`config.mk`:
```
export PLATFORM = sky130hd
export DESIGN_NAME = stage0_cfg_loader_flat
export DESIGN_NICKNAME = d
export VERILOG_FILES = /design/src/rtl/stage0_cfg_loader_pkg.sv /design/src/rtl/stage0_cfg_loader_if.sv /design/src/rtl/stage0_cfg_loader.sv /design/src/flat_wrapper.sv
export SDC_FILE = /design/constraint.sdc
export NUM_CORES = 1
export LEC_CHECK = 0
export ABC_AREA = 1
export CORE_MARGIN = 4
export CORE_UTILIZATION = 53
export CTS_CLUSTER_DIAMETER = 30
export CTS_CLUSTER_SIZE = 25
export DETAILED_ROUTE_END_ITERATION = 10
export PLACE_DENSITY = 0.95
export SETUP_SLACK_MARGIN = 0.15
export SYNTH_ARGS = -nofsm -noshare
export SYNTH_HDL_FRONTEND = slang
export SYNTH_SLANG_ARGS = --single-unit
```
`constraint.sdc`:
```
create_clock -name clk -period 2.65 [get_ports clk]
set_input_delay 0.53 -clock clk [delete_from_list [all_inputs] [get_ports clk]]
set_output_delay 0.53 -clock clk [all_outputs]
set_load 0.02 [all_outputs]
```
`src/rtl/stage0_cfg_loader_pkg.sv`:
```
// stage0_cfg_pkg
// Shared types and constants for the stage0 configuration loader.
// Holds the word width that matches stage0, the lane/tap/BN geometry,
// and the loader state encoding.
package stage0_cfg_pkg;

  localparam int INT_BITS    = 13;
  localparam int CH          = 9;
  localparam int TAPS        = 9;
  localparam int BN_WORDS    = 2;
  localparam int TOTAL_WORDS = CH * TAPS + CH * BN_WORDS;

  typedef enum logic [2:0] {
    IDLE,
    W_COLLECT,
    W_PUSH,
    BN_COLLECT,
    BN_PUSH,
    DONE
  } cfg_state_e;

endpackage

```
`src/rtl/stage0_cfg_loader_if.sv`:
```
// stage0_cfg_loader_if
// Host-side config word stream (valid/ready).
//   s_data  : config word, INT_BITS wide
//   s_valid : host has a word on s_data
//   s_ready : loader accepts a word; transfer on s_valid & s_ready
// master = host, slave = loader.
interface stage0_cfg_loader_if;
  import stage0_cfg_pkg::*;

  logic [INT_BITS-1:0] s_data;
  logic                s_valid;
  logic                s_ready;

  modport master (output s_data, output s_valid, input s_ready);
  modport slave  (input s_data, input s_valid, output s_ready);

endinterface

```
`src/rtl/stage0_cfg_loader.sv`:
```
// stage0_cfg_loader
// Packs a 99-word host stream into nine weight lanes and BN scale/bias
// pairs, and strobes them into stage0: nine tap loads (mode 0) followed
// by nine BN shifts (mode 1).
// Ports:
//   clk         : clock, rising edge
//   reset       : asynchronous, active-low
//   start       : begin a load sequence (only seen in IDLE)
//   host        : config word stream (slave side)
//   cfg_lane    : weight lanes to stage0 in[8:0]
//   cfg_bn      : [0]=scale, [1]=bias to stage0 BN_config_in
//   weight_en   : one-cycle load strobe
//   weight_mode : 0 = tap load, 1 = BN shift
//   busy        : sequence in progress
//   done        : one-cycle pulse at end of sequence
module stage0_cfg_loader
  import stage0_cfg_pkg::*;
(
  input  logic                             clk,
  input  logic                             reset,
  input  logic                             start,
  stage0_cfg_loader_if.slave               host,
  output logic [CH-1:0][INT_BITS-1:0]      cfg_lane,
  output logic [1:0][INT_BITS-1:0]         cfg_bn,
  output logic                             weight_en,
  output logic                             weight_mode,
  output logic                             busy,
  output logic                             done
);

  localparam logic [3:0] LAST_LANE = 4'(CH - 1);
  localparam logic [3:0] LAST_TAP  = 4'(TAPS - 1);
  localparam logic [3:0] LAST_CH   = 4'(CH - 1);
  localparam logic [3:0] LAST_BN   = 4'(BN_WORDS - 1);

  cfg_state_e state, state_next;
  logic [3:0] lane_cnt;
  logic [3:0] tap_cnt;
  logic [3:0] ch_cnt;
  logic       xfer;

  assign host.s_ready = (state == W_COLLECT) || (state == BN_COLLECT);
  assign xfer         = host.s_valid && host.s_ready;
  assign busy         = (state != IDLE);

  // Next-state decode. lane_cnt doubles as the word index inside a BN
  // pair, since it is already cleared when each collect phase begins.
  always_comb begin
    state_next = state;
    case (state)
      IDLE:       if (start) state_next = W_COLLECT;
      W_COLLECT:  if (xfer && lane_cnt == LAST_LANE) state_next = W_PUSH;
      W_PUSH:     state_next = (tap_cnt == LAST_TAP) ? BN_COLLECT : W_COLLECT;
      BN_COLLECT: if (xfer && lane_cnt == LAST_BN) state_next = BN_PUSH;
      BN_PUSH:    state_next = (ch_cnt == LAST_CH) ? DONE : BN_COLLECT;
      DONE:       state_next = IDLE;
      default:    state_next = IDLE;
    endcase
  end

  // State, counters and output registers. The strobes are decoded from
  // state_next so they are high in exactly the push/done state's cycle
  // while still coming straight from flops.
  always_ff @(posedge clk or negedge reset) begin
    if (!reset) begin
      state       <= IDLE;
      lane_cnt    <= '0;
      tap_cnt     <= '0;
      ch_cnt      <= '0;
      cfg_lane    <= '0;
      cfg_bn      <= '0;
      weight_en   <= 1'b0;
      weight_mode <= 1'b0;
      done        <= 1'b0;
    end else begin
      state       <= state_next;
      weight_en   <= (state_next == W_PUSH) || (state_next == BN_PUSH);
      weight_mode <= (state_next == BN_PUSH);
      done        <= (state_next == DONE);
      case (state)
        IDLE: begin
          if (start) begin
            lane_cnt <= '0;
            tap_cnt  <= '0;
            ch_cnt   <= '0;
          end
        end
        W_COLLECT: begin
          if (xfer) begin
            cfg_lane[lane_cnt] <= host.s_data;
            lane_cnt           <= lane_cnt + 4'd1;
          end
        end
        W_PUSH: begin
          lane_cnt <= '0;
          tap_cnt  <= tap_cnt + 4'd1;
        end
        BN_COLLECT: begin
          if (xfer) begin
            cfg_bn[lane_cnt[0]] <= host.s_data;
            lane_cnt            <= lane_cnt + 4'd1;
          end
        end
        BN_PUSH: begin
          lane_cnt <= '0;
          ch_cnt   <= ch_cnt + 4'd1;
        end
        default: ;
      endcase
    end
  end

endmodule

```
`src/flat_wrapper.sv`:
```
// flat-port wrapper written by rule: the top's interface ports become plain ports
module stage0_cfg_loader_flat import stage0_cfg_pkg::*;
  (clk, reset, start, cfg_lane, cfg_bn, weight_en, weight_mode, busy, done, host_s_data, host_s_valid, host_s_ready);
  stage0_cfg_loader_if host_i ();
  input  logic clk;
  input  logic reset;
  input  logic start;
  output logic [CH-1:0][INT_BITS-1:0] cfg_lane;
  output logic [1:0][INT_BITS-1:0] cfg_bn;
  output logic weight_en;
  output logic weight_mode;
  output logic busy;
  output logic done;
  input wire logic [$bits(host_i.s_data)-1:0] host_s_data;
  input wire logic [$bits(host_i.s_valid)-1:0] host_s_valid;
  output wire logic [$bits(host_i.s_ready)-1:0] host_s_ready;
  assign host_i.s_data = host_s_data;
  assign host_i.s_valid = host_s_valid;
  assign host_s_ready = host_i.s_ready;
  stage0_cfg_loader u_core (.clk(clk), .reset(reset), .start(start), .host(host_i), .cfg_lane(cfg_lane), .cfg_bn(cfg_bn), .weight_en(weight_en), .weight_mode(weight_mode), .busy(busy), .done(done));
endmodule
```
==> out/results.tsv <==
stage	metric	value	unit
outcome	status	completed	
die	ios	165	
yosys	synthCells	740	
die	die_width	121	um
clock_tree	post_cts_buffers	0	
yosys	ys_seq_area_share	59.8	%
die	coreArea	12200	um2
clock_tree	htreeDepth	4	
detailed_routing	vias_per_cell	5.42	
clock_tree	cts_hold_buf	0	
worst_setup_path	path_class	reg -> out	
detailed_routing	final_antenna_net_count	0	
timing	slew_viol_final	0	
timing	max_freq	0.439	GHz
detailed_routing	drcViolationCount	0	
final_layout	final_util	73.2	%
yosys	synth-seq-cells	161	
worst_setup_path	cpMaxStageDelayCell	clkdlybuf4s50_1	
detailed_routing	wl	19100	um
yosys	synth_ff_type	dfrtp_1	
yosys	ys_types	24	
global_routing	grt_pass1_vias	5764	
pwr	comb_power_share	43.1	%
worst_setup_path	timing.critical_path.cells	nor2_1 > nand2_1 > clkdlybuf4s50_1	
pwr	pwr-share-clk	21.0	%
clock_tree	cts_tree	yes	
flow_run	maxCapViolCount	0	
worst_setup_path	cp_max_fo	6	
die	die_h	121	um
yosys	yosysTopAreaCellShare	59.8	%
final_layout	diodes	0	
detailed_routing	wl_per_cell	17.8	um
final_layout	layout.nets	920	
pwr	ir_drop	0.000774	V
yosys	synth_top_area_cell	dfrtp_1	
global_routing	grt_max_degree	77	
place	gp_congestion	0.836	
place	portBuffers	164	
global_routing	overflow	0	
global_routing	grt_first_pass_wirelength	30300	um
detailed_routing	via_count	5824	
pwr	intPower	6.74	mW
worst_setup_path	cp.arrival	1750	ps
pwr	switching_share	39.6	%
worst_setup_path	cp.buffers_inverters	1	
die	fp-row-count	40	
final_layout	drive_above_1_share	6.50	%
pwr	p_switching	4.42	mW
hold_path	min_path_type	in -> async	
worst_setup_path	path_delay_family	buffers and inverters	
die	dieArea	14600	um2
detailed_routing	drt_iter0_drc	635	
global_routing	antenna_found_initial	0	
timing	period_minus_slack	2280	ps
timing	finClkSkew	9.14	ps
worst_setup_path	max_stage_delay	560	ps
pwr	power_frac_seq	35.9	%
yosys	synthesis.area	6740	um2
detailed_routing	drt_first_pass_iters	6	
worst_setup_path	endpoint_kind	output pin	
die	start_util	55.2	%
timing	fin_tns_setup	0	ps
pwr	power_leakage	4.46	nW
yosys	synth_area_leaders	dfrtp_1 (60%), nand2_1 (17%), nand3_1 (7.6%), o21ai_0 (4.0%), buf_12 (2.7%)	
clock_tree	post_cts_resize_count	0	
worst_setup_path	required	2120	ps
place	dpl.hpwl	12700	um
yosys	synth_most_common_cell	nand2_1	
clock_tree	cts_made_buffers	17	
timing	hold_viol	0	
pwr	powerDensity	1250	nW/um2
yosys	synth_edf_count	0	
yosys	syn_nets	765	
timing	setup_viol	0	
timing	max_slew.worst_pin.slew	689	ps
clock_tree	cts-root-buf	clkbuf_16	
yosys	synthArstFlopShare	100	%
global_routing	grt_usage	26.6	%
timing	period_share	86.0	%
worst_setup_path	cp-start-kind	flip-flop	
yosys	syn_avg_cell_area	9.11	um2
timing	rsz0062_at_grt	false	
timing	slew_headroom	53.9	%
clock_tree	path_clk_slew	60	ps
final_layout	area_delta_synth_final	32.6	%
clock_tree	cts_buffer_depth	2	
yosys	synth_common_cells	nand2_1 (297), dfrtp_1 (161), nand3_1 (102)	
yosys	synth_warnings	0	
clock_tree	insertion_delay	410	ps
clock_tree	clock_sinks	161	
-- power by group through the flow --
stage	clock network, mW	registers, mW	logic [mW]
after floorplan	0	4.93	1.64
after global placement	0	3.99	4.62
after detailed placement	0	4.00	4.79
after CTS	2.37	3.99	4.84
after global routing	2.48	4.11	5.19
final	2.35	4.01	4.81
-- path summary, 6_finish.rpt --
path	cells past startpoint	to	slack (ps)	startpoint
max in group asynchronous	2	u_core.lane_cnt[1]	1760	reset
worst min-delay path	1	u_core.cfg_lane[48]	60	reset
worst max-delay path	3	busy	370	u_core.state[1]
min in group clk	2	u_core.cfg_lane[53]	470	u_core.cfg_lane[53]
worst max register to register	6	u_core.cfg_lane[110]	620	u_core.lane_cnt[0]
worst min register to register	2	u_core.cfg_lane[53]	470	u_core.cfg_lane[53]
-- layout by cell type (no fill, tap or decap) --
master,Yosys,layout
clkinv_2,0,1
ha_1,8,8
nand3_1,102,102
xor2_1,2,2
clkbuf_8,0,1
buf_6,0,1
nor2_1,20,20
xnor2_1,1,1
buf_12,9,1
clkinvlp_4,0,4
nand3_2,3,3
inv_1,35,35
buf_4,1,17
o21ai_0,54,54
inv_8,0,1
nor2_2,1,1
dfrtp_1,161,161
o211ai_1,1,1
inv_6,0,4
clkinv_4,0,2
inv_2,2,2
o22ai_1,1,1
nor2_4,2,2
a21oi_1,1,1
nand2_4,1,1
clkbuf_16,0,17
clkdlybuf4s50_1,0,163
nand4_1,2,2
bufinv_16,0,1
nand2_1,297,297
-- registers in the layout (all words and copies together) (netlist names) --
| register | flops |
|---|---|
| u_core.cfg_lane | 117 |
| u_core.cfg_bn | 26 |
| u_core.ch_cnt | 4 |
| u_core.lane_cnt | 4 |
| u_core.tap_cnt | 4 |
| u_core.state | 3 |
| u_core.done | 1 |
| u_core.weight_en | 1 |
| u_core.weight_mode | 1 |
-- stage by stage --
| step | hold WS [ps] | power, mW | std cells | setup WS, ps | area [um2] |
|---|---|---|---|---|---|
| after detailed placement | 457 | 8.78 | 1044 | 344 | 8370 |
| after floorplan | 234 | 6.57 | 740 | 1130 | 6740 |
| after CTS | 65.4 | 11.2 | 1075 | 357 | 8930 |
| after global placement | 454 | 8.61 | 1044 | 408 | 8370 |
| after global routing | 78.3 | 11.8 | 1075 | 320 | 8930 |
| final | 57.6 | 11.2 | 1075 | 370 | 8930 |
-- per-layer routing --
metal,GRT usage [%],part of all wire (%),vias up
li1,-,-,2654
met1,33.8,38,2776
met2,43.2,49,339
met3,7.30,9.2,55
met4,11.1,3.6,0
met5,0,0,-
-- worst reg2reg max path, delay by kind of cell (launching register included) --
| kind | cells | cell delay [ps] |
|---|---|---|
| buf+inv | 1 | 170 |
| flops | 1 | 460 |
| fa+ha+maj | 1 | 230 |
| compound gates | 1 | 440 |
| simple gates | 3 | 610 |
-- area by class of cell --
cell class	instances	area (um2)
Clock inverter	13	129
Tap cell	168	210
Multi-Input combinational cell	496	2200
Fill cell	880	3280
Inverter	37	139
Clock buffer	18	439
Timing Repair Buffer	182	1790
Sequential cell	161	4030
-- kinds of logic after synthesis --
| family | after synthesis | share of synthesized area, % |
|---|---|---|
| AO/OA/AOI/OAI | 57 | 4.29 |
| XOR/XNOR | 3 | 0.390 |
| adder cells (fa/ha/maj) | 8 | 1.49 |
| buffers and inverters | 83 | 7.61 |
| AND/OR/NAND/NOR | 428 | 26.5 |
| flip-flops | 161 | 59.8 |
Note: power is estimated with default switching activity, not from simulation.
==> patch 1, RTL diff (same flow settings) <==
`CH`: 9 -> 11.
--- a/src/rtl/stage0_cfg_loader_pkg.sv
+++ b/src/rtl/stage0_cfg_loader_pkg.sv
@@ -5,7 +5,7 @@
 package stage0_cfg_pkg;
 
   localparam int INT_BITS    = 13;
-  localparam int CH          = 9;
+  localparam int CH          = 11;
   localparam int TAPS        = 9;
   localparam int BN_WORDS    = 2;
   localparam int TOTAL_WORDS = CH * TAPS + CH * BN_WORDS;
Interface: changed (resized cfg_lane); port bits go from 165 to 191. No check against the original RTL was run, so the function may have changed too.
==> patch 1 against the original RTL <==
Cell count grew 2.1%; clock skew rose by 0.0038 ns; combinational power up 17%; clock power increased by 13%; sequential share of layout area increased by 2.6 points; critical path depth rose by 1; area after synthesis up 7.0%; worst setup slack worse by 0.093 ns; wire length rose by 9.0%; final area increased by 9.9%; first-iteration DRC count is 15% lower; power up 17%; sequential cell count grew 26; critical path type unchanged.
==> patch 1: results (changes against the original RTL) <==
metric,value,unit,change
Post-DP Area,9200,um^2,+9.9%
post-synthesis sequential area ratio,64.9,%,+5.1 points
Detailed Routing Iterations Pass 1,5,,-1
Syn Nets,761,,-0.52%
layout cells sized above 1,6.51,%,about the same
leakage,0.00458,uW,+2.7%
DP Cell Count,1066,,+2.1%
Slew @ Worst Pin,0.980,ns,+0.291 ns
Mapped Cells,736,,-0.54%
Register-to-Register Setup Slack,0.64,ns,+0.02 ns
PortBufs,190,,+16%
Skew-Pair Late Insertion Delay,0.43,ns,+0.02 ns
Commonest cells post-synth,"227 x nand2_1, 187 x dfrtp_1, 155 x o21ai_0",,
gpl congestion,0.857,,+2.5%
crit path capture,host_s_ready,,
worst r2r dst,u_core.cfg_lane[132]$_DFFE_PN0P_,,
Layout Nets,934,,+1.5%
"slowest stage delay, CP",0.62,ns,+0.06 ns
synth top area cells,"dfrtp_1 65%, nand2_1 12%, o21ai_0 11%",,
Fmax,421,MHz,-3.9%
Sw Ratio,38.2,%,-1.4 points
Filler cells,888,,+0.91%
Clock Power,2650,uW,+13%
pre-CTS setup slack,0.405,ns,+0.0609 ns
HPWL after DPL,13900,um,+9.7%
vias in the first global route,5882,,+2.0%
area of the multi-input gates,2190,um^2,-0.17%
combinational share of power,43.0,%,about the same
status,completed,,
largest net degree at the start of global routing,50,,-35%
post-synth cell types,25,,+4.2%
skew final,0.0129,ns,+0.00376 ns
WL/cell,19.0,um,+6.7%
total power,13100,uW,+17%
global-route wire length before repair,32500,um,+7.3%
CP arrival,1.84,ns,+0.09 ns
Initial DRC Count,540,,-15%
overall routing resource usage,27.0,%,+0.36 points
patch 1: kinds of logic (layout without fill, tap and decap cells):
kind of cell / count (synthesis) / in the layout / share of synthesized area [%]
flip-flops: 187 / 187 / 64.9
buffers and inverters: 77 / 263 / 4.68
AND/OR/NAND/NOR: 302 / 302 / 17.6
XOR/XNOR: 3 / 3 / 0.364
adder cells (fa/ha/maj): 8 / 8 / 1.39
AO/OA/AOI/OAI: 159 / 159 / 11.1
patch 1: layout make-up:
| class | count | share of cell area [%] |
|---|---|---|
| Tap cell | 176 | 2.24 |
| Clock inverter | 10 | 1.40 |
| Sequential cell | 187 | 47.6 |
| Timing Repair Buffer | 196 | 20.1 |
| Clock buffer | 22 | 4.93 |
| Inverter | 35 | 1.34 |
| Multi-Input combinational cell | 472 | 22.3 |
patch 1: how the worst min path moves through the flow:
stage | end | slack (ns) | depth (start not counted)
after detailed placement | u_core.cfg_lane[73]$_DFFE_PN0P_ | 0.46 | 2
after CTS | u_core.cfg_lane[15]$_DFFE_PN0P_ | 0.03 | 1
after global routing | u_core.cfg_bn[17]$_DFFE_PN0P_ | 0.06 | 1
after global placement | u_core.cfg_lane[66]$_DFFE_PN0P_ | 0.45 | 2
final | u_core.cfg_bn[19]$_DFFE_PN0P_ | 0.03 | 1
after floorplan | u_core.cfg_bn[0]$_DFFE_PN0P_ | 0.23 | 0
patch 1: metal layers:
metal  vias up  global-route usage (%)  wire (um)
met5         -                       0          0
met4         0                    11.1        642
met3        48                    10.2       2000
met2       281                    41.9       9960
met1      2944                    34.3       8250
li1       2728                       -          -
patch 1: worst reg2reg max path: stages (launching register included):
cell     delay [ns]
dfrtp_1        0.48
inv_1          0.17
ha_1           0.20
nand2_1        0.07
nor2_1         0.17
nand3_2        0.39
o21ai_0        0.43
==> patch 2, RTL diff (config.mk and constraints unchanged) <==
Made on the original files. Re-encode `cfg_state_e` (6 states) as Gray code, 3 bits wide.
--- a/src/rtl/stage0_cfg_loader_pkg.sv
+++ b/src/rtl/stage0_cfg_loader_pkg.sv
@@ -11,12 +11,12 @@
   localparam int TOTAL_WORDS = CH * TAPS + CH * BN_WORDS;
 
   typedef enum logic [2:0] {
-    IDLE,
-    W_COLLECT,
-    W_PUSH,
-    BN_COLLECT,
-    BN_PUSH,
-    DONE
+    IDLE       = 3'b000,
+    W_COLLECT  = 3'b001,
+    W_PUSH     = 3'b011,
+    BN_COLLECT = 3'b010,
+    BN_PUSH    = 3'b110,
+    DONE       = 3'b111
   } cfg_state_e;
 
 endpackage
Function: no difference found for any inputs over 4 cycles, from zero or initial values and one cycle with reset low; so few cycles prove little.
==> patch 2 against the original RTL <==
Sequential power decreased by 2%; wire length rose by 2.7%; largest power group unchanged; clock power down 4%; count of clock-buffer cells in the layout up 9; cell count shrank 0.19%; area after synthesis shrank 1.5%; sequential cell count unchanged; final area is 0.20% lower; clock skew decreased by 0.00075 ns; worst setup slack improved by 0.029 ns; die area fell by 1.4%; power shrank 5.5%.
==> patch 2: results (changes against the original RTL) <==
metric,value,unit,change
leakage,0.00434,uW,-2.7%
VDD IR-drop max,0.817,mV,+5.5%
Final setup viols,0,,unchanged
PortBufs,164,,unchanged
met2 Use GR,43.7,%,+0.42 points
Clock transition at path regs,0.06,ns,about the same
global-route wire length before repair,31400,um,+3.8%
Slew @ Worst Pin,0.837,ns,+0.149 ns
Commonest cells post-synth,"300 x nand2_1, 161 x dfrtp_1, 149 x o21ai_0",,
largest net degree at the start of global routing,64,,-17%
Post-DP Area,8360,um^2,about the same
overall routing resource usage,28.4,%,+1.8 points
post-synthesis mux area share,0,%,unchanged
initial antenna violation count,0,,unchanged
worst r2r dst,u_core.cfg_lane[49]$_DFFE_PN0P_,,
"slowest stage delay, CP",0.54,ns,-0.02 ns
post-synthesis xor/xnor area fraction,0.528,%,+0.14 points
Register-to-Register Setup Slack,0.49,ns,-0.13 ns
status,completed,,
CTS Buf Count,17,,unchanged
total wire length,19700,um,+2.7%
Synth Area in Adders,1.51,%,+0.022 points
Hold Path Class,in -> async,,
skew final,0.00840,ns,-0.000747 ns
H-tree depth,4,,unchanged
yosys warns,0,,unchanged
Detailed Routing Iterations Pass 1,6,,unchanged
reg2reg path depth,5,,-1
Reg with most FFs,u_core.cfg_lane,,
vias in the first global route,5903,,+2.4%
post-synthesis compound-gate area fraction,11.9,%,+7.6 points
Layout Nets,918,,-0.22%
root buffer cell,clkbuf_16,,
GR met3 Demand/Resource,9.52,%,+2.2 points
Skew-Pair Late Insertion Delay,0.42,ns,
Syn Nets,775,,+1.3%
DR vias/cell,5.47,,+0.94%
met1 Track Usage GR,35.7,%,+1.9 points
Critical-path top delay cell,clkdlybuf4s50_1,,
HPWL after DPL,12700,um,-0.30%
largest fanout on the critical path,5,,-1
synth top area cells,"dfrtp_1 61%, nand2_1 17%, o21ai_0 11%",,
post-synth cell types,23,,-4.2%
r2r startpoint,u_core.lane_cnt[3]$_DFFE_PN0P_,,
registers with the most flip-flops,"u_core.cfg_lane (117), u_core.cfg_bn (26)",,
CP top delay family,buffers and inverters,,
Synth top area share,60.7,%,+0.90 points
Initial DRC Count,668,,+5.2%
CP arrival,1.72,ns,-0.03 ns
Synth async-reset ratio,100,%,unchanged
post-synthesis sequential area ratio,60.7,%,+0.90 points
layout cells sized above 1,5.75,%,-0.76 points
gpl congestion,0.821,,-1.8%
ANT cells,0,,unchanged
clk buf depth,2,,unchanged
## patch 2: cell count changes after synthesis, sizes merged
cell    before  now
o21ai       54  151
nand3      105   12
clkbuf       5   27
buf         41   22
nor2        23   15
a21oi        1    4
nand2      298  301
inv         37   39
nand4        2    3
nor3         0    1
o211ai       1    0
o22ai        1    2
xnor2        1    2
## patch 2: where the power goes
group	internal [uW]	switching, uW
clock	1360	900
sequential	3330	574
combinational	1840	2540
## patch 2: kinds of logic (layout without fill, tap and decap cells)
family                   count (synthesis)  in the layout
AND/OR/NAND/NOR                        332            332
flip-flops                             161            161
AO/OA/AOI/OAI                          157            157
buffers and inverters                   88            243
adder cells (fa/ha/maj)                  8              8
XOR/XNOR                                 4              4
## patch 2: through the flow
stage	hold slack, ns	power [uW]	std cells	setup WS (ns)
after floorplan	0.234	6020	750	1.12
after global placement	0.467	8110	1042	0.357
after detailed placement	0.475	8290	1042	0.248
after CTS	0.0512	10600	1073	0.206
after global routing	0.0800	11200	1073	0.273
final	0.0579	10600	1073	0.400
## patch 2: what timing repair did
action | 4_1_cts | 5_1_grt
hold buffers | 0 | 0
setup endpoints to repair | 0 | 1
endpoints found under the hold margin | 0 | 0
buffers inserted | 0 | 0
gates resized for setup | 0 | 1
## patch 2: area by class of cell
| cell class | instances | area [um^2] |
|---|---|---|
| flip-flops and latches | 161 | 4030 |
| fillers | 833 | 3240 |
| multi-input cells | 501 | 2240 |
| repair buffers | 173 | 1740 |
| clock buffers | 27 | 533 |
| well taps | 168 | 210 |
| inverters | 39 | 146 |
| clock inverters | 4 | 22.5 |
## patch 2: worst max-delay path by stage
stage                                              start                               end  cells past startpoint
after floorplan                             host_s_valid  u_core.cfg_lane[104]$_DFFE_PN0P_                      6
after global placement                      host_s_valid   u_core.cfg_lane[18]$_DFFE_PN0P_                      7
after detailed placement                    host_s_valid   u_core.cfg_lane[13]$_DFFE_PN0P_                      7
after CTS                      u_core.state[0]$_DFF_PN0_                      host_s_ready                      4
after global routing      u_core.lane_cnt[3]$_DFFE_PN0P_   u_core.cfg_lane[42]$_DFFE_PN0P_                      5
final                          u_core.state[0]$_DFF_PN0_                              busy                      3
## patch 2: layer usage
layer | routed length [um] | share of wire (%)
met1 | 7520 | 38
met2 | 9220 | 47
met3 | 2110 | 11
met4 | 803 | 4.1
met5 | 0 | 0
## patch 2: worst register-to-register path, delay by kind of cell, from the launching register on
family | cells | cell delay (ns)
AND/OR/NAND/NOR | 5 | 1.65
flip-flops | 1 | 0.45
